**src/rtl/rr_priority_arbiter.sv**
```systemverilog
// Clocked round-robin / fixed-priority arbiter for the router switch control.
// A grant is held from the winning arbitration until the owner releases it.
module rr_priority_arbiter #(
    parameter int size        = 8,
    parameter int ROUND_ROBIN = 1
) (
    input  logic                     clock,
    input  logic                     reset,
    input  logic [size-1:0]          requests,
    input  logic                     enable,
    // 'release' is a reserved word in SystemVerilog
    input  logic                     release_grant,
    output logic                     isOutputSelected,
    output logic [$clog2(size)-1:0]  selectedOutput,
    output logic [size-1:0]          grant
);

    localparam int IDX_W = $clog2(size);

    typedef enum logic {
        IDLE = 1'b0,
        BUSY = 1'b1
    } state_t;

    state_t           state_q, state_d;
    logic [IDX_W-1:0] pointer_q, pointer_d;
    logic [IDX_W-1:0] sel_q, sel_d;
    logic [size-1:0]  grant_q, grant_d;
    logic             valid_q, valid_d;

    logic [IDX_W-1:0] winner;
    logic             found;
    logic [IDX_W-1:0] cand;
    logic [31:0]      scan_idx;

    // Search upward from the pointer, wrapping at size-1 (size need not be 2^n).
    always_comb begin
        // NOTE: every variable gets a default first so no path leaves it
        // unassigned, which would otherwise infer a latch.
        winner   = '0;
        found    = 1'b0;
        cand     = '0;
        scan_idx = '0;
        for (int k = 0; k < size; k++) begin
            scan_idx = 32'(pointer_q) + 32'(k);
            if (scan_idx >= 32'(size)) begin
                scan_idx = scan_idx - 32'(size);
            end
            cand = IDX_W'(scan_idx);
            if (!found && requests[cand]) begin
                winner = cand;
                found  = 1'b1;
            end
        end
    end

    always_comb begin
        state_d   = state_q;
        pointer_d = pointer_q;
        sel_d     = sel_q;
        grant_d   = grant_q;
        valid_d   = valid_q;
        unique case (state_q)
            IDLE: begin
                if (enable && found) begin
                    state_d        = BUSY;
                    sel_d          = winner;
                    grant_d        = '0;
                    grant_d[winner] = 1'b1;
                    valid_d        = 1'b1;
                end
            end
            BUSY: begin
                // The release edge only frees the grant; arbitration resumes next edge.
                if (release_grant) begin
                    state_d = IDLE;
                    grant_d = '0;
                    valid_d = 1'b0;
                    if (ROUND_ROBIN != 0) begin
                        pointer_d = (sel_q == IDX_W'(size - 1)) ? '0 : sel_q + IDX_W'(1);
                    end
                end
            end
            default: begin
                state_d = IDLE;
                grant_d = '0;
                valid_d = 1'b0;
            end
        endcase
    end

    // NOTE: sequential state uses non-blocking assignments so every flop
    // samples the pre-edge values regardless of statement order.
    always_ff @(posedge clock or posedge reset) begin
        if (reset) begin
            state_q   <= IDLE;
            pointer_q <= '0;
            sel_q     <= '0;
            grant_q   <= '0;
            valid_q   <= 1'b0;
        end else begin
            state_q   <= state_d;
            pointer_q <= pointer_d;
            sel_q     <= sel_d;
            grant_q   <= grant_d;
            valid_q   <= valid_d;
        end
    end

    assign isOutputSelected = valid_q;
    assign selectedOutput   = sel_q;
    assign grant            = grant_q;

endmodule

```
**config.mk**
```make
export PLATFORM = sky130hd
export DESIGN_NAME = rr_priority_arbiter
export DESIGN_NICKNAME = d
export VERILOG_FILES = /design/src/rtl/rr_priority_arbiter.sv
export SDC_FILE = /design/constraint.sdc
export NUM_CORES = 1
export LEC_CHECK = 0
export ABC_AREA = 1
export CAP_MARGIN = 20
export CORE_UTILIZATION = 50
export DETAILED_ROUTE_END_ITERATION = 10
export PLACE_DENSITY = 0.85
export SLEW_MARGIN = 20
export SYNTH_ARGS = -nofsm -noshare
export SYNTH_HDL_FRONTEND = slang
export SYNTH_SLANG_ARGS = --single-unit
export TNS_END_PERCENT = 50
```
**constraint.sdc**
```tcl
create_clock -name clock -period 5.71 [get_ports clock]
set_clock_uncertainty 0.15 [all_clocks]
set_input_delay 0.8565 -clock clock [delete_from_list [all_inputs] [get_ports clock]]
set_output_delay 0.8565 -clock clock [all_outputs]
set_load 0.05 [all_outputs]
```
==> results.tsv <==
stage	metric	value	unit
outcome	status	finished, final reports clean	
global_route	grt_pass1_wl	6.04	mm
finish	mostFrequentLayoutCell	nand2_1	
floorplan	die_area	3380	µm²
logic_synthesis	netlist_instances	219	
global_route	grt_overflow_total	0	
setup_path	cp_common_cell	nand2_1	
global_route	grt_max_degree	17	
logic_synthesis	ys_ff_latch	16	
drt	wl_met3	186	µm
drt	drc	0	
timing	relSlewSlack	0.595	
global_route	track_usage	0.230	
logic_synthesis	synth_warnings	0	
floorplan	die_y	58.1	µm
drt	vias	1459	
floorplan	ios	24	
cts	h-tree-depth	1	
setup_path	path_class	register to register	
floorplan	initial_core_util	0.520	
setup_path	r2r-end	grant[3]	
hold_path	hold_path_class	register to register	
drt	drt-met1-wl	1.63	mm
cts	cts_setup_buffers	0	
setup_path	critPathMaxStageDelay	0.58	ns
timing	fmax	0.329	GHz
setup_path	cp-end-kind	register	
timing	layout_min_cycle_time	3.03	ns
global_route	antenna_found_initial	0	
setup_path	cp_cell_sequence	clkinv_2, ha_1, inv_2, nand3_1, nand2_1, nand2_1, nand2_2, inv_1, nand4_1, nand3_1, nor2_1, nand3_1, nor2_1, nor2_2, nand2_1, nand2_1	
setup_path	ff2ff_path_depth	16	
logic_synthesis	yosysSeqAreaShare	0.254	
drt	wl	3.47	mm
placement	place.port_buffers	23	
logic_synthesis	syn-num-nets	235	
finish	final_nets	258	
floorplan	row_count	20	
placement	gp_congestion	0.996	
setup_path	cp.required	5.75	ns
timing	timing.setup.tns	0	ns
setup_path	regToRegStartpoint	pointer_q[1]	
global_route	grt_pass1_vias	1378	
drt	met2_length	1.59	mm
drt	drtIter0Drc	94	
cts	cts.repair.resized	0	
setup_path	startpoint	pointer_q[1]	
setup_path	cp_max_fo	10	
cts	ctsHoldBuffers	0	
setup_path	start_kind	register	
timing	maxSlewViolCount	0	
logic_synthesis	netlist_area	1580	µm²
drt	post_drt_wl_per_cell	12.2	µm
floorplan	die_w	58.1	µm
timing	finalSetupViolCount	0	
finish	n_fill_cell	286	
setup_path	r2r_slack	2.68	ns
setup_path	worstSetupEndpoint	grant[3]	
finish	antennaDiodeCount	0	
timing	hold_viol_final	0	
flow_run	maxCapViolCount	0	
cts	cts_root_buf	clkbuf_4	
cts	path_clk_slew	0.09	ns
cts	cts_num_sinks	16	
setup_path	cp_slowest_cell	dfrtp_1	
cts	clock_latency	0.29	ns
cts	cts_buffers	3	
drt	ant_nets	0	
finish	drive_gt1_frac	0.212	
timing	worstMarginPinSlew	0.607	ns
drt	first_pass_iters	4	
logic_synthesis	avgSynthCellArea	7.19	µm²
drt	highest_layer	met4	
finish	area_growth	17.7	%
cts	clockBufferDepth	2	
floorplan	core	3030	µm²
finish	layout_common_cells	nand2_1 (66), nand3_1 (30), clkdlybuf4s50_1 (23)	
cts	cts_tree	done	
placement	dp_hpwl	2.79	mm
timing	rsz0062_at_grt	false	
setup_path	cp.arrival	3.07	ns
drt	routed_via_density	5.12	
timing	post-route-period-util	0.532	
logic_synthesis	synth.distinct_cells	34	
==> metal layers <==
metal	global-route usage	up-vias
met5	0	-
met4	0.0918	0
met3	0.0179	7
met2	0.373	49
met1	0.319	649
li1	-	754
==> critical path, delay by kind of cell (launching register included) <==
| kind | cells | cell delay [ns] |
|---|---|---|
| adders and majority gates | 1 | 0.47 |
| and+or+nand+nor | 12 | 1.25 |
| buffers and inverters | 3 | 0.49 |
| DFF | 1 | 0.58 |
==> per-stage QoR <==
step	setup slack [ns]	utilization	hold WS [ns]	std cells	area, µm²
2_1_floorplan	3.19	-	0.394	219	1580
3_3_place_gp	2.66	0.600	0.314	281	1820
3_5_place_dp	2.67	0.600	0.314	281	1820
4_1_cts	2.69	0.612	0.339	285	1850
5_1_grt	2.34	0.612	0.351	285	1850
6_report	2.68	0.612	0.335	285	1850
==> cell usage after synthesis, drive strengths merged <==
master / instances / share of area
inv: 24 / 0.059
ha: 4 / 0.032
nand3b: 2 / 0.017
xnor2: 2 / 0.016
nand3: 45 / 0.20
nand4: 5 / 0.029
a21oi: 5 / 0.021
dfrtp: 16 / 0.25
xor2: 2 / 0.016
nand2: 79 / 0.22
clkinv: 3 / 0.0087
o22ai: 1 / 0.0040
o21ai: 8 / 0.025
buf: 5 / 0.027
o21bai: 1 / 0.0048
nor2: 17 / 0.072
==> sequential cells by signal, indices dropped and copies added (netlist names) <==
register / flops
grant: 8
isOutputSelected: 1
pointer_q: 3
selectedOutput: 3
state_q: 1
==> final cells by class <==
type	count	area [µm²]	share of cell area
sequential	16	400	0.216
inverter	27	106	0.0574
clock buffer	4	36.3	0.0196
multi-input combinational	171	1030	0.553
timing repair buffer	23	230	0.124
tap	44	55.1	0.0297
==> worst min-delay path by stage <==
stage | cells after the start | startpoint | slack [ns] | end
after floorplan | 3 | state_q | 0.39 | isOutputSelected
after global placement | 2 | grant[1] | 0.31 | grant[1]
after detailed placement | 2 | grant[7] | 0.31 | grant[7]
after CTS | 2 | grant[5] | 0.34 | grant[5]
after global routing | 2 | grant[5] | 0.35 | grant[5]
final | 2 | grant[5] | 0.34 | grant[5]
==> logic make-up (layout without fill, tap and decap cells) <==
logic type               after synthesis  after routing  share of synthesized area
adder cells (fa/ha/maj)                4              4                     0.0318
buffers and inverters                 32             54                     0.0945
flip-flops                            16             16                      0.254
XOR/XNOR                               4              4                     0.0318
AND/OR/NAND/NOR                      148            148                      0.533
AO/OA/AOI/OAI                         15             15                     0.0548
Power is left out: the tool's default activity adds up to more than one toggle a clock period on the data nets, which glitch-free logic cannot reach.
